### src/rtl/impl_check_pkg.sv
// Shared types and defaults for the a |-> ##DELAY b implication checker.
package impl_check_pkg;

  typedef enum logic [1:0] {
    ST_IDLE = 2'd0,
    ST_OK   = 2'd1,
    ST_FAIL = 2'd2
  } status_e;

  localparam int CNT_W_DEF = 16;
  localparam int DELAY_DEF = 1;
  localparam int TS_W      = 32;

endpackage

### src/rtl/sat_counter.sv
// Saturating up-counter with synchronous clear; holds at all-ones instead of wrapping.
module sat_counter #(
  parameter int W = 16
) (
  input  logic         clk,
  input  logic         rst_n,
  input  logic         clr,
  input  logic         inc,
  output logic [W-1:0] cnt
);

  function automatic logic [W-1:0] sat_inc(input logic [W-1:0] v);
    if (v == {W{1'b1}}) return v;
    return v + 1'b1;
  endfunction

  always_ff @(posedge clk or negedge rst_n) begin
    if (!rst_n)   cnt <= '0;
    else if (clr) cnt <= '0;
    else if (inc) cnt <= sat_inc(cnt);
  end

endmodule

### src/rtl/impl_check_monitor.sv
// Synthesizable checker for "a at edge t implies b at edge t+DELAY".
// Optional first-fail timestamp capture is built when IMPL_CHECK_FAIL_TS_EN is defined.
module impl_check_monitor
  import impl_check_pkg::*;
#(
  parameter int CNT_W = CNT_W_DEF,
  parameter int DELAY = DELAY_DEF
) (
  input  logic             clk,
  input  logic             rst_n,
  input  logic             en,
  input  logic             clr,
  input  logic             a,
  input  logic             b,
  output logic             pass_pulse,
  output logic             fail_pulse,
  output logic [CNT_W-1:0] pass_cnt,
  output logic [CNT_W-1:0] fail_cnt,
  output logic [1:0]       status
`ifdef IMPL_CHECK_FAIL_TS_EN
  ,
  output logic [TS_W-1:0]  first_fail_ts,
  output logic             first_fail_vld
`endif
);

  logic [DELAY-1:0] vld_p0;
  logic             launch;
  logic             mature;
  logic             pass_evt;
  logic             fail_evt;
  status_e          state_q;
  status_e          state_d;

  assign launch   = en & a;
  assign mature   = vld_p0[DELAY-1];
  // clr discards whatever matures on the same edge
  assign pass_evt = mature & b & ~clr;
  assign fail_evt = mature & ~b & ~clr;

  // Stage 0: attempt shift register, one bit per in-flight attempt
  always_ff @(posedge clk or negedge rst_n) begin
    if (!rst_n)   vld_p0 <= '0;
    else if (clr) vld_p0 <= '0;
    else          vld_p0 <= (vld_p0 << 1) | DELAY'(launch);
  end

  // Stage 1: registered outcome pulses
  always_ff @(posedge clk or negedge rst_n) begin
    if (!rst_n) begin
      pass_pulse <= 1'b0;
      fail_pulse <= 1'b0;
    end else begin
      pass_pulse <= pass_evt;
      fail_pulse <= fail_evt;
    end
  end

  sat_counter #(.W(CNT_W)) u_pass_cnt (
    .clk   (clk),
    .rst_n (rst_n),
    .clr   (clr),
    .inc   (pass_evt),
    .cnt   (pass_cnt)
  );

  sat_counter #(.W(CNT_W)) u_fail_cnt (
    .clk   (clk),
    .rst_n (rst_n),
    .clr   (clr),
    .inc   (fail_evt),
    .cnt   (fail_cnt)
  );

  always_ff @(posedge clk or negedge rst_n) begin
    if (!rst_n) state_q <= ST_IDLE;
    else        state_q <= state_d;
  end

  // FAIL is sticky until clr; OK is only entered from IDLE
  always_comb begin
    state_d = state_q;
    if (clr)                                state_d = ST_IDLE;
    else if (fail_evt)                      state_d = ST_FAIL;
    else if (pass_evt && state_q == ST_IDLE) state_d = ST_OK;
  end

  assign status = state_q;

`ifdef IMPL_CHECK_FAIL_TS_EN
  logic [TS_W-1:0] cyc_q;
  logic [TS_W-1:0] cyc_d;

  assign cyc_d = cyc_q + 1'b1;

  always_ff @(posedge clk or negedge rst_n) begin
    if (!rst_n)   cyc_q <= '0;
    else if (clr) cyc_q <= '0;
    else          cyc_q <= cyc_d;
  end

  // Timestamp is the counter value loaded at the failing edge
  always_ff @(posedge clk or negedge rst_n) begin
    if (!rst_n) begin
      first_fail_ts  <= '0;
      first_fail_vld <= 1'b0;
    end else if (clr) begin
      first_fail_ts  <= '0;
      first_fail_vld <= 1'b0;
    end else if (fail_evt && !first_fail_vld) begin
      first_fail_ts  <= cyc_d;
      first_fail_vld <= 1'b1;
    end
  end
`endif

endmodule
### config.mk
export PLATFORM = sky130hd
export DESIGN_NAME = impl_check_monitor
export DESIGN_NICKNAME = d
export VERILOG_FILES = /design/src/rtl/impl_check_pkg.sv /design/src/rtl/sat_counter.sv /design/src/rtl/impl_check_monitor.sv
export SDC_FILE = /design/constraint.sdc
export NUM_CORES = 1
export LEC_CHECK = 0
export ABC_AREA = 0
export BUFFER_PORTS_ARGS = -buffer_cell sky130_fd_sc_hd__clkbuf_2
export CORE_ASPECT_RATIO = 0.6
export CORE_MARGIN = 2
export CORE_UTILIZATION = 54
export DETAILED_ROUTE_END_ITERATION = 16
export PLACE_DENSITY = 0.9
export SETUP_SLACK_MARGIN = 0.5
export SLEW_MARGIN = 20
export SYNTH_ARGS = -nofsm -noshare
export SYNTH_HDL_FRONTEND = slang
export SYNTH_SLANG_ARGS = --single-unit
### constraint.sdc
create_clock -name clk -period 2.3 [get_ports clk]
set_input_delay 0.575 -clock clk [delete_from_list [all_inputs] [get_ports clk]]
set_output_delay 0.575 -clock clk [all_outputs]
set_load 0.02 [all_outputs]
==> results by group, run 1 <==
Run status
  • Status: finished, final reports clean

Global route
  • Global-route wire length before repair: 9.02 mm
  • Number of global-route vias before repair: 1747
  • Largest net degree at the start of global routing: 38
  • Initial antenna violation count: 0
  • Total grt overflow: 0
  • Total Routing Usage GR: 0.287

Die
  • Die area: 0.00423 mm^2
  • FP Rows: 17
  • Starting Density: 0.554
  • IO Count: 42
  • DIE HEIGHT: 51.2 um
  • Core footprint: 0.00362 mm^2
  • Die width: 82.6 um

Finish
  • Layout cells sized above 1: 0.425
  • Final net count: 280
  • Final instance area: 0.00267 mm^2
  • Final Util: 0.738
  • Area Growth Syn to Fin: 33.3%
  • Ant. Diodes: 0

STA
  • Tmin final: 1940 ps
  • Post-route clock period utilization: 0.842
  • Final setup viols: 0
  • Worst-Margin Slew: 483 ps
  • Hold Fails Final Rpt: 0
  • Max Slew Vio Count: 0
  • Max-Slew Margin vs Limit: 0.674
  • Max frequency: 516 MHz
  • Skew final: 6.32 ps
  • Setup tns final: 0 ps
  • Setup repair after global routing missed its margin: true

Clock tree
  • H-Tree Depth: 2
  • Max clock buf depth: 2
  • Clock-pin slew on the worst setup and hold paths: 70 ps
  • CTS tree: yes
  • Root buffer cell: clkbuf_8
  • Clock sinks: 37
  • Cts bufs inserted: 5
  • Post-CTS Hold Fix Bufs: 0
  • Clock latency at the later pin of the worst-skew pair: 300 ps

Place
  • GP Congestion: 0.870
  • DP HPWL: 3.45 mm
  • Area after DPL: 0.00234 mm^2
  • Port bufs: 41

Synthesis
  • Most frequent cell after synthesis: dfrtp_1
  • Yosys top cell area share: 0.463
  • Synth Instances: 208
  • Syn Nets: 216
  • Netlist cell types: 43
  • Post-Syn Area: 0.00200 mm^2
  • Top post-synthesis cells by area: dfrtp_1 46%, a21oi_1 6.3%, o31ai_1 6.0%, or4_1 5.6%, nand3_1 3.5%
  • #FFs+latches synth: 37
  • Post-synth top cells: 37 x dfrtp_1, 25 x a21oi_1, 16 x o31ai_1, 15 x or4_1, 14 x nand3_1
  • Largest area contributor in the synthesized netlist: dfrtp_1
  • Main synth FF type: dfrtp_1
  • EDFF count, synth: 0
  • Post-synth ARST share: 1.00
  • Syn Area/Cell: 9.62 um^2
  • Part of the Yosys area used for sequential elements: 0.463
  • Yosys warns: 0

Critical path
  • Crit path DAT: 2140 ps
  • WP buf/inv: 1
  • Critical Path Fanout Max: 6
  • Worst path slowest cell: or4_1
  • Critical R2R Launch: u_fail_cnt.cnt[0]
  • Crit Path Category: reg2reg
  • Reg2reg setup slack: 360 ps
  • Reg-to-Reg End: u_fail_cnt.cnt[6]
  • Worst Reg-to-Reg Cells: 6
  • Cells along the critical path: ha_4, and4_1, nor4b_4, buf_6, or4_1, a21oi_1
  • Slowest stage delay, CP: 510 ps
  • Startpoint Class: flip-flop
  • Largest delay contributor family on the critical path: simple AND/OR/NAND/NOR gates
  • Worst EP required: 2500 ps
  • CP Capture Type: flip-flop

Drt
  • First DRT Iteration DRCs: 225
  • Vias: 2120
  • Routed vias/inst: 6.63
  • TritonRoute pass-1 iters: 6
  • WL/cell: 19.1 um
  • WL final: 6.12 mm
  • Post-DRT Antenna Nets: 0
  • DRC viols: 0

Pwr
  • Power consumption: 0.00131 W
  • Max rail drop VDD: 0.000339 V
  • Leakage power: 1.14 nW
  • Power per cell area: 491 mW/mm^2

Hold path
  • Min-delay worst type: in2async

Job
  • Max Cap Viol: 0
==> layer usage <==
metal,track usage,share of wire,up-vias
met5,0,0,-
met1,0.466,0.45,1013
met3,0.0512,0.092,19
met4,0.0738,0.024,0
li1,-,-,943
met2,0.387,0.44,145
==> worst max-delay path by stage <==
stage	to	startpoint	slack [ps]	depth (start not counted)
4_1_cts	u_fail_cnt.cnt[7]	u_fail_cnt.cnt[0]	490	6
6_report	u_fail_cnt.cnt[6]	u_fail_cnt.cnt[0]	360	6
3_5_place_dp	u_pass_cnt.cnt[11]	b	310	5
3_3_place_gp	u_fail_cnt.cnt[15]	b	330	5
2_1_floorplan	u_pass_cnt.cnt[14]	u_pass_cnt.cnt[1]	360	5
5_1_grt	u_fail_cnt.cnt[6]	u_fail_cnt.cnt[0]	340	6
==> final cells by class <==
type                            count  area [um^2]
Multi-Input combinational cell    157         1130
Fill cell                         237          947
Sequential cell                    37          946
Timing Repair Buffer               66          398
Clock buffer                        7         86.3
Tap cell                           47         58.8
Clock inverter                      1         30.0
Inverter                            5         18.8
==> cell families after synthesis <==
family / Yosys count / share of synthesized area
and+or+nand+nor: 93 / 0.286
adders and majority gates: 2 / 0.0125
AOI/OAI and AO/OA: 59 / 0.186
muxes: 3 / 0.0156
buffers and inverters: 14 / 0.0375
DFF: 37 / 0.463
==> timing repair <==
item / CTS / global route
setup endpoints to repair: 14 / 23
cloned: 2 / 0
gates resized for setup: 10 / 17
setup buffers: 12 / 4
pin swaps: 7 / 13
==> through the flow <==
| step | hold WS, ps | instances | worst slack (ps) |
|---|---|---|---|
| 6_report | 313 | 320 | 364 |
| 5_1_grt | 353 | 320 | 341 |
| 4_1_cts | 333 | 316 | 485 |
| 3_5_place_dp | 545 | 294 | 311 |
| 3_3_place_gp | 550 | 294 | 334 |
| 2_1_floorplan | 279 | 208 | 361 |
==> power breakdown <==
group / internal, W / switching (W)
logic: 0.0000162 / 0.0000410
clock network: 0.000354 / 0.000240
registers: 0.000654 / 0.00000514
total: 0.00102 / 0.000286
==> placed cells by master (no fill, tap or decap), types with 3 or more instances in the layout <==
| cell | n |
|---|---|
| o21a_1 | 3 |
| clkbuf_2 | 40 |
| clkbuf_8 | 6 |
| o21ai_0 | 8 |
| dfrtp_1 | 21 |
| o31ai_1 | 16 |
| nor2_1 | 8 |
| a21oi_1 | 21 |
| or4_4 | 3 |
| or3_1 | 8 |
| or2_2 | 3 |
| nand3_1 | 11 |
| a21oi_2 | 4 |
| and3_1 | 3 |
| buf_4 | 22 |
| dfrtp_2 | 16 |
| nand4_1 | 8 |
| nand2_1 | 11 |
| or4_1 | 13 |
| inv_1 | 5 |
==> state kept, by name (all words and copies together) (netlist names) <==
register and flops:
pass_pulse 1, u_fail_cnt.cnt 16, status 2, fail_pulse 1, u_pass_cnt.cnt 16, mature 1
(Power assumes the default switching activity.)
==> run 2, diff against run 1 <==
==> constraint.sdc (replaced) <==
create_clock -name clk -period 1.9 [get_ports clk]
set_input_delay 0.475 -clock clk [delete_from_list [all_inputs] [get_ports clk]]
set_output_delay 0.475 -clock clk [all_outputs]
set_load 0.02 [all_outputs]
==> results by group, run 2 (synthesis gave the netlist of run 1 again) <==
Pwr
  • Power per cell area: 439 mW/mm^2
  • Switching Share: 0.301
  • Comb pwr share: 0.068
  • Switching power: 0.000464 W
  • P_int: 0.00108 W
  • Clk pwr share: 0.415
  • Leakage power: 1.48 nW
  • Part of the power in registers: 0.517
  • Power consumption: 0.00154 W
  • Max rail drop VDD: 0.000632 V

Critical path
  • Critical Path Fanout Max: 7
  • Reg2reg setup slack: -170 ps
  • Crit Path Category: reg2reg
  • Startpoint Class: flip-flop
  • Worst EP required: 2120 ps
  • Reg-to-Reg End: u_pass_cnt.cnt[1]
  • CP Capture Type: flip-flop
  • Slowest stage delay, CP: 420 ps
  • Cells along the critical path: ha_4, nand4_1, buf_4, nor4_4, buf_6, buf_12, nor3b_2, o21a_1
  • Crit path DAT: 2280 ps
  • Critical R2R Launch: u_pass_cnt.cnt[0]
  • Worst setup path end: u_pass_cnt.cnt[1]
  • Worst Setup SP: u_pass_cnt.cnt[0]
  • Worst Reg-to-Reg Cells: 8
  • Worst path slowest cell: dfrtp_2

Global route
  • Total Routing Usage GR: 0.428
  • Global-route wire length before repair: 12.9 mm
  • Largest net degree at the start of global routing: 23
  • Total grt overflow: 0
  • Number of global-route vias before repair: 2330
  • Initial antenna violation count: 0

Clock tree
  • Clock sinks: 37
  • CTS tree: yes
  • Root buffer cell: clkbuf_8
  • Clock-pin slew on the worst setup and hold paths: 110 ps
  • H-Tree Depth: 2
  • Cts bufs inserted: 5
  • Clock latency at the later pin of the worst-skew pair: 340 ps
  • Post-CTS Hold Fix Bufs: 0
  • Max clock buf depth: 2

Finish
  • Ant. Diodes: 0
  • Final cell count without fillers: 367
  • Most common cell after layout, fill and taps aside: buf_4
  • Multi-input logic area: 0.00136 mm^2
  • Final net count: 327
  • Layout cells sized above 1: 0.669
  • Most frequent cells in the layout: 49 x buf_4, 34 x buf_6, 22 x dfrtp_2, 18 x a21oi_2, 17 x clkbuf_2
  • Area Growth Syn to Fin: 75.5%
  • Final instance area: 0.00351 mm^2
  • Reg area: 953 um^2
  • Filler Cells Inserted: 58

STA
  • Worst hold slack: 76.4 ps
  • Setup tns final: -1060 ps
  • Skew final: 22.4 ps
  • Hold Fails Final Rpt: 0
  • Max frequency: 484 MHz
  • Max-Slew Margin vs Limit: 0.657
  • Final setup viols: 13
  • Post-route clock period utilization: 1.09
  • Final setup margin: -166 ps
  • Max Slew Vio Count: 0
  • Setup repair after global routing missed its margin: true
  • Worst-Margin Slew: 511 ps
  • Tmin final: 2070 ps

Drt
  • Routed vias/inst: 8.20
  • TritonRoute pass-1 iters: 8
  • WL/cell: 33.0 um
  • DRC viols: 0
  • First DRT Iteration DRCs: 740
  • Post-DRT Antenna Nets: 0
  • WL final: 12.1 mm
  • Vias: 3009

Die
  • Die area: 0.00423 mm^2
  • Die width: 82.6 um
  • Core footprint: 0.00362 mm^2
  • Starting Density: 0.554
  • FP Rows: 17
  • DIE HEIGHT: 51.2 um
  • IO Count: 42

Place
  • DP HPWL: 3.80 mm
  • Placed insts: 304
  • Port bufs: 41
  • GP Congestion: 0.889
  • Area after DPL: 0.00246 mm^2

Hold path
  • Min-delay worst type: in2async

Job
  • Max Cap Viol: 0

Run status
  • Failing checks: negative setup slack
  • Status: finished, violations left
[run 2: changes by cell type in the layout (fill, tap and decap cells not counted), sizes merged]
cell and change:
buf +63, bufinv -1, clkinv +2, clkbuf -18, clkinvlp +1
[run 2: through the flow]
step / setup slack [ps] / util
floorplan: -37.2 / -
global placement: -41.8 / 0.681
detailed placement: -71.7 / 0.681
CTS: 128 / 0.856
global route: -451 / 0.972
finish: -166 / 0.972
[run 2: power groups by stage]
stage / logic (W) / clock network (W) / registers (W)
after floorplan: 0.0000280 / 0 / 0.000818
after global placement: 0.0000748 / 0 / 0.000812
after detailed placement: 0.0000765 / 0 / 0.000812
after CTS: 0.0000850 / 0.000555 / 0.000796
after global routing: 0.000108 / 0.000647 / 0.000798
final: 0.000104 / 0.000640 / 0.000798
[run 2: worst min path at each step]
stage / startpoint / endpoint / cells after the start
floorplan: rst_n / fail_pulse / 0
global placement: rst_n / u_pass_cnt.cnt[4] / 1
detailed placement: rst_n / u_pass_cnt.cnt[4] / 1
CTS: rst_n / fail_pulse / 1
global route: rst_n / status[0] / 1
finish: rst_n / status[0] / 1
[run 2: final cells by class]
class / instances / share of cell area
Multi-Input combinational cell: 157 / 0.388
Sequential cell: 37 / 0.271
Tap cell: 47 / 0.0167
Inverter: 5 / 0.00534
Timing Repair Buffer: 113 / 0.294
Clock inverter: 3 / 0.00499
Clock buffer: 5 / 0.0196
[run 2: worst max-delay path: cells and delay by family, from the launching register on]
family	cells	cell delay [ps]
buffers and inverters	3	610
AND/OR/NAND/NOR	3	600
flip-flops	1	420
AO/OA/AOI/OAI	1	180
adder cells (fa/ha/maj)	1	140
[run 2: repair_timing]
action	CTS	global route
buffers inserted	34	19
setup endpoints to repair	47	62
gates resized for setup	65	88
cloned	2	0
pin swaps	22	16
[run 2: per-layer routing]
metal	wire length, um	vias to the layer above	GRT usage
met5	0	-	0
met4	1340	0	0.216
met3	1980	184	0.131
met2	4900	424	0.633
met1	3880	1363	0.570
li1	-	1038	-
